`config.mk`:
```
export PLATFORM = sky130hd
export DESIGN_NAME = gen_sequencer
export DESIGN_NICKNAME = d
export VERILOG_FILES = /design/src/rtl/gol_pkg.sv /design/src/rtl/gen_timer.sv /design/src/rtl/gen_sequencer.sv
export SDC_FILE = /design/constraint.sdc
export NUM_CORES = 1
export LEC_CHECK = 0
export CORE_ASPECT_RATIO = 0.75
export CORE_MARGIN = 2
export CORE_UTILIZATION = 50
export CTS_CLUSTER_SIZE = 20
export DETAILED_ROUTE_END_ITERATION = 10
export GPL_TIMING_DRIVEN = 0
export PLACE_DENSITY = 0.73
export SLEW_MARGIN = 20
export SYNTH_ARGS = -nofsm -noshare
export SYNTH_HDL_FRONTEND = slang
export SYNTH_SLANG_ARGS = --single-unit
```
`constraint.sdc`:
```
create_clock -name clk -period 3.3 [get_ports clk]
set_input_delay 0.66 -clock clk [delete_from_list [all_inputs] [get_ports clk]]
set_output_delay 0.66 -clock clk [all_outputs]
set_load 0.02 [all_outputs]
```
`src/rtl/gol_pkg.sv`:
```
// gol_pkg: shared types and constants for the Game-of-Life generation sequencer
package gol_pkg;
  typedef enum logic [2:0] {IDLE, WAIT, COMPUTE, COPY, DONE} gen_state_t;
  localparam int GEN_CNT_W = 16;
  function automatic int rows_of(input int regbits);
    return 1 << regbits;
  endfunction
endpackage

```
`src/rtl/gen_timer.sv`:
```
// gen_timer: generation-period tick counter with clear, saturation and expiry compare
module gen_timer #(
  parameter int TICKBITS = 24
) (
  input  logic                clk,
  input  logic                reset,
  input  logic                clear,
  input  logic                en,
  input  logic [TICKBITS-1:0] period,
  output logic                expired
);
  logic [TICKBITS-1:0] tick;
  logic [TICKBITS-1:0] limit;
  assign limit = (period == '0) ? '0 : period - 1'b1;
  assign expired = tick >= limit;
  // count cycles since the last generation start, holding at all-ones
  always_ff @(posedge clk or posedge reset)
    if (reset) tick <= '0;
    else if (clear) tick <= '0;
    else if (en && !(&tick)) tick <= tick + 1'b1;
endmodule

```
`src/rtl/gen_sequencer.sv`:
```
// gen_sequencer: per-generation row walk, next-to-previous copy and generation pacing
module gen_sequencer
  import gol_pkg::*;
#(
  parameter int WIDTH    = 8,
  parameter int REGBITS  = 3,
  parameter int TICKBITS = 24
) (
  input  logic                 clk,
  input  logic                 reset,
  input  logic                 run,
  input  logic                 step,
  input  logic [TICKBITS-1:0]  period,
  output logic [REGBITS-1:0]   ra1,
  output logic [REGBITS-1:0]   ra2,
  output logic [REGBITS-1:0]   ra3,
  output logic                 we_next,
  output logic [REGBITS-1:0]   wa,
  output logic                 copy_we,
  output logic [REGBITS-1:0]   ca,
  output logic                 busy,
  output logic                 gen_done,
  output logic [GEN_CNT_W-1:0] gen_count
);
  localparam int ROWS = rows_of(REGBITS);
  localparam logic [REGBITS-1:0] LAST = REGBITS'(ROWS - 1);
  if (WIDTH < 1) begin : g_width_must_be_positive
  end
  gen_state_t         state;
  logic [REGBITS-1:0] row_idx;
  logic               expired;
  logic               start;
  assign start = (state == IDLE) ? (run | step)
               : ((state == WAIT || state == DONE) && run && expired);
  assign ra2 = row_idx;
  assign ra1 = row_idx - 1'b1;
  assign ra3 = row_idx + 1'b1;
  assign wa  = row_idx;
  assign ca  = row_idx;
  gen_timer #(.TICKBITS(TICKBITS)) u_timer (
    .clk     (clk),
    .reset   (reset),
    .clear   (start),
    .en      (state != IDLE),
    .period  (period),
    .expired (expired)
  );
  // sequence compute, copy and done phases with registered strobes
  always_ff @(posedge clk or posedge reset)
    if (reset) begin
      state     <= IDLE;
      row_idx   <= '0;
      we_next   <= 1'b0;
      copy_we   <= 1'b0;
      busy      <= 1'b0;
      gen_done  <= 1'b0;
      gen_count <= '0;
    end else if (start) begin
      state    <= COMPUTE;
      row_idx  <= '0;
      we_next  <= 1'b1;
      copy_we  <= 1'b0;
      busy     <= 1'b1;
      gen_done <= 1'b0;
    end else
      case (state)
        COMPUTE: begin
          row_idx <= row_idx + 1'b1;
          if (row_idx == LAST) begin
            state   <= COPY;
            we_next <= 1'b0;
            copy_we <= 1'b1;
          end
        end
        COPY: begin
          row_idx <= row_idx + 1'b1;
          if (row_idx == LAST) begin
            state     <= DONE;
            copy_we   <= 1'b0;
            gen_done  <= 1'b1;
            gen_count <= gen_count + 1'b1;
          end
        end
        DONE: begin
          gen_done <= 1'b0;
          busy     <= 1'b0;
          state    <= run ? WAIT : IDLE;
        end
        WAIT: if (!run) state <= IDLE;
        default: state <= IDLE;
      endcase
endmodule

```
==> reports/qor.txt, run 1 <==
CP arrival - 4.19 ns
Num CTS Buffers - 5
max_slew headroom - 57.0%
Placement Cell Area - 4330 sq um
Psw - 1190 uW
first-pass GRT wire length - 14500 um
largest net degree at the start of global routing - 29
Cell variety after synth - 48
Cells after Synth - 401
Pint - 1770 uW
clk_lat worst skew - 0.30 ns
vias in the first global route - 3099
register bit total from synthesis - 50
die footprint - 7790 sq um
Logic pwr share - 52.3%
Slew Viols, Final - 0
Vias per Instance - 5.51
Die Wd - 101 um
type of the worst min-delay path - flop to flop
failing checks - setup timing
EDFF count, synth - 0
design area - 4770 sq um
Pre-antenna DRT Iters - 4
worst ir drop on vdd - 0.867 mV
critical path type - input port to flop
H-tree depth - 2
GPL Wtd Cong - 0.824
# IOs - 63
Worst Setup End Kind - flop
post-synthesis sequential area ratio - 35.3%
share of the synthesized area in the top cell type - 35.3%
worst clock skew - 0.0162 ns
Final Worst Setup Slack - -0.684 ns
GRT Overall Usage - 22.6%
Yosys top cell by area - dfrtp_1
# diodes - 0
Clk pin slew, worst setup/hold paths - 0.10 ns
DP Wirelength - 6140 um
Clock Tree Buf Depth - 2
Slew @ Worst Pin - 0.643 ns
CP startpoint kind - input port
RSZ-0062 raised after global routing - true
DRC - 0
asr flop ratio synth - 100%
most common cell after layout, fill and taps aside - nor2_1
core area - 6830 sq um
post-synth net total - 460
initial antenna violation count - 0
Setup-failing EPs final - 33
Reg power frac - 33.4%
Peak Freq - 251 MHz
CTS tree - built
Overflow after GRT - 0
post-route ant nets - 0
WL final - 8540 um
switching portion of total power - 40.3%
WP data required - 3.50 ns
status - finished with violations
IO Port Bufs - 62
chip height - 76.9 um
Leak - 0.00223 uW
Inst Count DP - 548
fin crit share - 121%
routed vias - 3172
pwr/cell area - 620 nW/um^2
largest cells by area after synthesis - dfrtp_1 (35%), ha_1 (11%), xnor2_1 (6.9%)
filler-free cell count of the finished design - 576
clock sink count - 50
count of standard-cell rows - 26
Ys Warns - 0
Avg WL per Cell - 14.8 um
post-synthesis cell area - 3550 sq um
Layout Nets - 550
Syn Area/Cell - 8.84 sq um
worst-path fanout max - 5
Syn-to-layout area delta - 34.5%
layout cells sized above 1 - 16.9%
share of total power in the clock network - 14.4%
Fin. Hold Viols - 0
most frequent cells in the layout - nor2_1 (55), dfrtp_1 (50), nand2_1 (47), clkdlybuf4s50_1 (45), ha_1 (30)
Initial Utilization - 51.9%
CTS Root Cell - clkbuf_8
Max Cap Viol - 0
Top FF cell, synth - dfrtp_1
post-route minimum period - 3.98 ns
1st-iter DRT viols - 95
[cell type report]
| class | instances | area, sq um |
|---|---|---|
| plain buffers | 14 | 128 |
| clock buffers | 7 | 76.3 |
| clock inverters | 1 | 30.0 |
| fillers | 534 | 2060 |
| inverters | 16 | 60.1 |
| multi-input cells | 321 | 2310 |
| flip-flops and latches | 50 | 1250 |
| well taps | 84 | 105 |
| repair buffers | 83 | 811 |
[layer usage]
| metal | up-vias | GRT usage, % | share of wire (%) |
|---|---|---|---|
| met5 | - | 0 | 0 |
| met4 | 0 | 2.57 | 0 |
| met3 | 0 | 4.28 | 4.8 |
| met2 | 64 | 34.6 | 46 |
| met1 | 1548 | 34.1 | 49 |
| li1 | 1560 | - | - |
[Yosys cell counts (7+ instances only)]
| cell | number |
|---|---|
| o21ai_0 | 7 |
| xor2_1 | 28 |
| inv_1 | 16 |
| ha_1 | 31 |
| nand2_1 | 48 |
| buf_4 | 7 |
| dfrtp_1 | 50 |
| nand3_1 | 13 |
| a21oi_1 | 12 |
| nand4_1 | 14 |
| nor3_1 | 14 |
| xnor2_1 | 28 |
| nor2_1 | 65 |
[cell families (layout without fill, tap and decap cells)]
| family | after synthesis | after routing | synth area share, % |
|---|---|---|---|
| buffers and inverters | 30 | 121 | 4.27 |
| AND/OR/NAND/NOR | 191 | 191 | 27.1 |
| XOR/XNOR | 57 | 57 | 14.3 |
| adder cells (fa/ha/maj) | 31 | 31 | 10.9 |
| multiplexers | 4 | 4 | 1.16 |
| AO/OA/AOI/OAI | 38 | 38 | 6.92 |
| flip-flops | 50 | 50 | 35.3 |
[final timing paths]
| kind | end | cells past startpoint | startpoint | slack [ns] |
|---|---|---|---|---|
| min in group asynchronous | u_timer.tick[18] | 2 | reset | 0.72 |
| max | u_timer.tick[12] | 16 | period[8] | -0.68 |
| max in group asynchronous | gen_count[5] | 3 | reset | 2.03 |
| max reg2reg | u_timer.tick[12] | 11 | u_timer.tick[0] | 0.60 |
| min reg2reg | gen_count[15] | 1 | gen_count[15] | 0.47 |
| min | gen_count[15] | 1 | gen_count[15] | 0.47 |
[power by group through the flow]
stage          combinational, uW  clock (uW)  sequential [uW]
2_1_floorplan                823           0             1000
3_3_place_gp                1330           0              988
3_5_place_dp                1370           0              994
4_1_cts                     1510         434              983
5_1_grt                     1680         454             1020
6_report                    1550         425              987
[state kept, by name, summed over array words and instances (netlist names)]
register	count
u_timer.tick	24
gen_count	16
ca	3
state	3
busy	1
copy_we	1
gen_done	1
we_next	1
[metrics by stage]
step                power (uW)  utilization, %  setup TNS (ns)  hold WS [ns]  worst slack [ns]
floorplan                 1820               -          -12.90         0.530            -0.459
global placement          2310            63.1          -48.32         0.455             -1.51
detailed placement        2360            63.4          -52.36         0.462             -1.63
CTS                       2930            69.4          -20.50         0.474            -0.689
global route              3160            69.8          -24.35         0.495            -0.805
finish                    2960            69.8          -20.48         0.468            -0.684
[timing repair]
action                     in CTS  in global routing
hold buffers                    0                  0
setup endpoints to repair      33                 33
gates cloned                    2                  0
resized for setup              66                 13
pin swaps                      15                  9
buffers inserted               17                  2
[worst max-delay path: stages]
cell and delay, ns:
buf_6 0.09, or4_4 0.55, nand4b_4 0.20, or2_4 0.25
or4_4 0.43, xnor2_2 0.13, nand2_1 0.10, ha_4 0.27
nand4_1 0.16, nor4_4 0.39, nor4b_4 0.34, o311a_4 0.24
buf_12 0.12, buf_6 0.10, buf_8 0.10, nor2_1 0.05
No activity file was read; power rests on OpenSTA's default activity.
==> run 2: changes to the inputs <==
- SLEW_MARGIN: 20 -> unset
==> run 2 against run 1 <==
  * The run still ends with setup timing left
  * Worst setup slack gained 0.015 ns
  * Combinational power grew 9%
  * Utilization grew 2.8 points
  * First-iteration DRC count grew 57%
  * Critical path type unchanged
  * Largest power group unchanged
==> reports/qor.txt, run 2 (synthesis gave the netlist of run 1 again) <==
Die Wd - 101 um
# diodes - 0
Vias per Instance - 5.48
Avg WL per Cell - 15.4 um
met3 wire len - 403 um
Clk pin slew, worst setup/hold paths - 0.09 ns
Final Worst Setup Slack - -0.669 ns
Slew Viols, Final - 0
CP arrival - 4.21 ns
TNS Setup - -19.89 ns
DRC - 0
status - finished with violations
Syn-to-layout area delta - 39.9%
most common cell after layout, fill and taps aside - dfrtp_1
Most flops, register - u_timer.tick
Inst Count DP - 548
clock sink count - 50
Overflow after GRT - 0
r2r worst-path depth - 11
post-route minimum period - 3.97 ns
CTS tree - built
Num CTS Buffers - 5
first-pass GRT wire length - 14800 um
WP data required - 3.54 ns
FF-to-FF Start - u_timer.tick[0]
WL final - 8990 um
initial antenna violation count - 0
type of the worst min-delay path - flop to flop
worst clock skew - 0.0137 ns
clk_lat worst skew - 0.31 ns
core area - 6830 sq um
pre-CTS setup slack - -1.65 ns
Fin. Hold Viols - 0
Pre-antenna DRT Iters - 5
H-tree depth - 2
DP Wirelength - 6150 um
CTS Root Cell - clkbuf_8
GRT Overall Usage - 23.4%
layout cells sized above 1 - 21.8%
Hold Startpoint - gen_count[15]
routed vias - 3195
count of standard-cell rows - 26
vias in the first global route - 3045
most frequent cells in the layout - dfrtp_1 (50), nand2_1 (46), clkdlybuf4s50_1 (45), nor2_1 (37), ha_1 (30)
worst ir drop on vdd - 0.741 mV
Initial Utilization - 51.9%
max FFs per register - 24
Layout Nets - 557
hold depth - 1
CP startpoint kind - input port
worst-path fanout max - 5
failing checks - setup timing
Leak - 0.00227 uW
Fillers - 499
post-route ant nets - 0
Slew @ Worst Pin - 0.633 ns
Largest regs - u_timer.tick x24, gen_count x16
pwr/cell area - 628 nW/um^2
max_slew headroom - 57.6%
Max Cap Viol - 0
Worst Setup End Kind - flop
1st-iter DRT viols - 149
filler-free cell count of the finished design - 583
chip height - 76.9 um
fin crit share - 120%
RSZ-0062 raised after global routing - true
critical path type - input port to flop
GPL Wtd Cong - 0.824
largest net degree at the start of global routing - 38
M1 WL - 4350 um
Peak Freq - 252 MHz
hold buffers post-CTS - 0
Clock Tree Buf Depth - 2
Worst setup startpoint - period[7]
die footprint - 7790 sq um
DR top layer - met4
Setup-failing EPs final - 33
Routed met2 length - 4170 um
IO Port Bufs - 62
# IOs - 63
## run 2: cell types whose count changed in the layout (fill, tap and decap cells not counted), moves of 2 or more
cell,delta
nor2_2,+12
nor2_4,+6
buf_8,+2
buf_12,+4
dlygate4sd2_1,-2
nor2_1,-18
buf_4,+2
clkbuf_2,+2
## run 2: final cells by class
type	instances	area [sq um]	share of cell area, %
multi-input combinational	321	2390	48.2
sequential	50	1250	25.2
timing repair buffer	91	935	18.8
buffer	13	114	2.29
tap	84	105	2.12
clock buffer	7	76.3	1.54
inverter	16	60.1	1.21
clock inverter	1	30.0	0.605
## run 2: final timing paths
check | to | slack [ns]
min in group asynchronous | u_timer.tick[15] | 0.62
hold / removal | gen_count[15] | 0.47
setup / recovery | busy | -0.67
hold reg to reg | gen_count[15] | 0.47
setup reg to reg | busy | 0.58
max in group asynchronous | u_timer.tick[9] | 2.16
## run 2: report_power, final
group / leakage (uW) / internal (uW) / switching, uW / total, uW
clock network: 0.0000524 / 227 / 211 / 438
logic: 0.00156 / 846 / 847 / 1690
registers: 0.000662 / 769 / 215 / 984
## run 2: layer usage
layer	vias up	track usage [%]
li1	1572	-
met4	0	3.38
met2	76	35.4
met3	8	4.01
met1	1539	35.5
met5	-	0
## run 2: repair_timing
| action | in CTS | in global routing |
|---|---|---|
| pin swaps | 27 | 29 |
| endpoints found under the setup margin | 33 | 33 |
| gates cloned | 3 | 0 |
| setup buffers | 17 | 10 |
| resized for setup | 71 | 44 |
## run 2: stage by stage
stage                     util (%)  total power [uW]  cell area, sq um  hold slack [ns]
after CTS                     70.5              3020              4820            0.474
after detailed placement      63.4              2360              4330            0.462
final                         72.6              3120              4960            0.470
after floorplan                  -              1820              3590            0.530
after global routing          72.6              3320              4960            0.496
after global placement        63.1              2310              4310            0.455
## run 2: worst max-delay path: stages
cell	delay (ns)
buf_8	0.10
or4_4	0.53
nand4b_4	0.20
or2_4	0.28
buf_4	0.14
nor3_1	0.17
xor2_1	0.18
nand2_1	0.08
ha_1	0.29
nand4_1	0.20
buf_4	0.21
buf_4	0.12
o311ai_1	0.36
o311a_4	0.27
buf_12	0.11
buf_6	0.09
buf_8	0.10
o21bai_1	0.09
==> run 3: changes to the inputs <==
- REMOVE_ABC_BUFFERS: unset -> 1
- clock period: 3.3 -> 3.85 ns (I/O delays scaled with it)
==> run 3 against run 2 <==
  * The flow still finishes with violations (setup timing)
  * Final area is 1.6% lower
  * Critical path depth is 2 lower
  * Sequential power is 12% lower
  * Count of clock-buffer cells in the layout is 1 lower
  * Non-clock buffer count is 14 lower
  * Sequential share of layout area is 0.42 points higher
  * Sequential cell count stayed put
  * Clock skew is 0.0025 ns lower
==> reports/qor.txt, run 3 (synthesis gave the netlist of run 1 again) <==
Leak - 0.00229 uW
Hold Startpoint - gen_count[15]
die footprint - 7790 sq um
Clock Tree Buf Depth - 2
Num CTS Buffers - 5
clk_lat worst skew - 0.31 ns
critical path cell sequence - buf_6 > or4_4 > nand4b_4 > or2_4 > or4_4 > xnor2_2 > nand2_2 > ha_4 > nand4_1 > nor4_4 > buf_4 > nor4b_4 > buf_4 > o311a_4 > buf_6 > nor2_1
filler-free cell count of the finished design - 572
CTS Root Cell - clkbuf_8
max FFs per register - 24
Worst setup startpoint - period[8]
DRC - 0
r2r worst-path depth - 10
Initial Utilization - 51.9%
worst ir drop on vdd - 0.586 mV
grt met3 use - 4.47%
layout cells sized above 1 - 20.5%
WHS Endpoint - gen_count[15]
Global Route met2 Usage - 35.0%
RSZ-0062 raised after global routing - true
pre-CTS setup slack - -1.85 ns
gr busiest metal - met2
Largest regs - u_timer.tick x24, gen_count x16
Largest stage delay, worst path - 0.54 ns
Peak Freq - 245 MHz
worst-path fanout max - 7
Reg2Reg Capture Point - state[1]
clock sink count - 50
# IOs - 63
Most flops, register - u_timer.tick
Clk pin slew, worst setup/hold paths - 0.09 ns
most frequent cells in the layout - dfrtp_1 (50), nand2_1 (45), nor2_1 (45), clkdlybuf4s50_1 (44), ha_1 (29)
Vias per Instance - 5.67
WL final - 9320 um
GPL Wtd Cong - 0.792
CP arrival - 4.28 ns
Slew Viols, Final - 0
Worst R2R Setup Slack - 1.12 ns
Pre-antenna DRT Iters - 4
fin crit share - 106%
Slew @ Worst Pin - 0.688 ns
count of standard-cell rows - 26
1st-iter DRT viols - 227
Tot Pwr - 2590 uW
failing checks - setup timing
# diodes - 0
vias in the first global route - 3115
largest net degree at the start of global routing - 41
H-tree depth - 2
CP top delay family - simple AND/OR/NAND/NOR gates
Fillers - 475
Placement Cell Area - 4200 sq um
max_slew headroom - 53.9%
IO Port Bufs - 62
Die Wd - 101 um
Max stage delay cell, worst path - or4_4
DP Wirelength - 5810 um
hold depth - 1
CTS tree - built
WP data required - 4.04 ns
most common cell after layout, fill and taps aside - dfrtp_1
routed vias - 3243
Avg WL per Cell - 16.3 um
initial antenna violation count - 0
Inst Count DP - 534
Fin. Hold Viols - 0
Final Worst Setup Slack - -0.231 ns
Layout Nets - 547
CP startpoint kind - input port
met1 usage - 34.3%
core area - 6830 sq um
TNS Setup - -6.00 ns
type of the worst min-delay path - flop to flop
Max Cap Viol - 0
status - finished with violations
post-route minimum period - 4.08 ns
chip height - 76.9 um
Setup-failing EPs final - 33
first-pass GRT wire length - 14600 um
worst clock skew - 0.0112 ns
FF-to-FF Start - u_timer.tick[0]
Worst Setup End Kind - flop
post-route ant nets - 0
GRT Overall Usage - 23.1%
Bufs and invs on worst path - 4
design area - 4880 sq um
Overflow after GRT - 0
pwr/cell area - 530 nW/um^2
critical path type - input port to flop
Syn-to-layout area delta - 37.6%
-- run 3: changes by cell type in the layout (fill, tap and decap cells not counted), sizes merged --
cell / before / now
clkdlybuf4s15: 2 / 0
o311a: 1 / 4
dlymetal6s2s: 3 / 4
buf: 45 / 32
clkdlybuf4s50: 45 / 44
nand2: 48 / 49
-- run 3: layer usage --
layer	up-vias	wire [um]	part of all wire, %
met4	0	85	0.91
li1	1555	-	-
met3	15	591	6.3
met5	-	0	0
met1	1567	4400	47
met2	106	4250	46
-- run 3: worst max-delay path by stage --
stage                       end  slack [ns]  cells after the start
2_1_floorplan          gen_done       -0.47                     12
3_3_place_gp           gen_done       -1.81                     13
3_5_place_dp    u_timer.tick[2]       -1.85                     13
4_1_cts                state[1]       -0.24                     15
5_1_grt        u_timer.tick[12]       -0.37                     17
6_report       u_timer.tick[12]       -0.23                     16
-- run 3: where the power goes --
| group | total, uW | internal [uW] | switching (uW) | leakage [uW] |
|---|---|---|---|---|
| Clock | 384 | 208 | 176 | 0.0000573 |
| Sequential | 865 | 659 | 206 | 0.000662 |
| Combinational | 1340 | 633 | 705 | 0.00157 |
| Total | 2590 | 1500 | 1090 | 0.00229 |
-- run 3: timing repair --
| action | CTS | global route |
|---|---|---|
| setup endpoints to repair | 33 | 33 |
| pin swaps | 27 | 27 |
| setup buffers | 15 | 12 |
| cloned | 4 | 1 |
| resized for setup | 65 | 48 |
| hold buffers | 0 | 0 |
-- run 3: final cells by class --
cell class / instances / area, sq um / share of cell area [%]
clock inverter: 1 / 30.0 / 0.615
inverter: 16 / 60.1 / 1.23
sequential: 50 / 1250 / 25.6
multi-input combinational: 325 / 2490 / 51.1
timing repair buffer: 90 / 858 / 17.6
tap: 84 / 105 / 2.15
clock buffer: 6 / 82.6 / 1.69
-- run 3: worst reg2reg max path, stage by stage (launching register included) --
cell and delay [ns]:
dfrtp_1 0.45, inv_1 0.09, ha_1 0.28, nand2b_1 0.14
a2111o_1 0.39, a311oi_2 0.35, nor4b_4 0.08, buf_4 0.17
o311a_4 0.38, buf_6 0.14, a21o_1 0.15
-- run 3: per-stage QoR --
step	utilization, %	hold slack, ns
6_report	71.4	0.478
3_3_place_gp	61.2	0.457
3_5_place_dp	61.5	0.468
4_1_cts	67.8	0.480
5_1_grt	71.4	0.493
2_1_floorplan	-	0.530
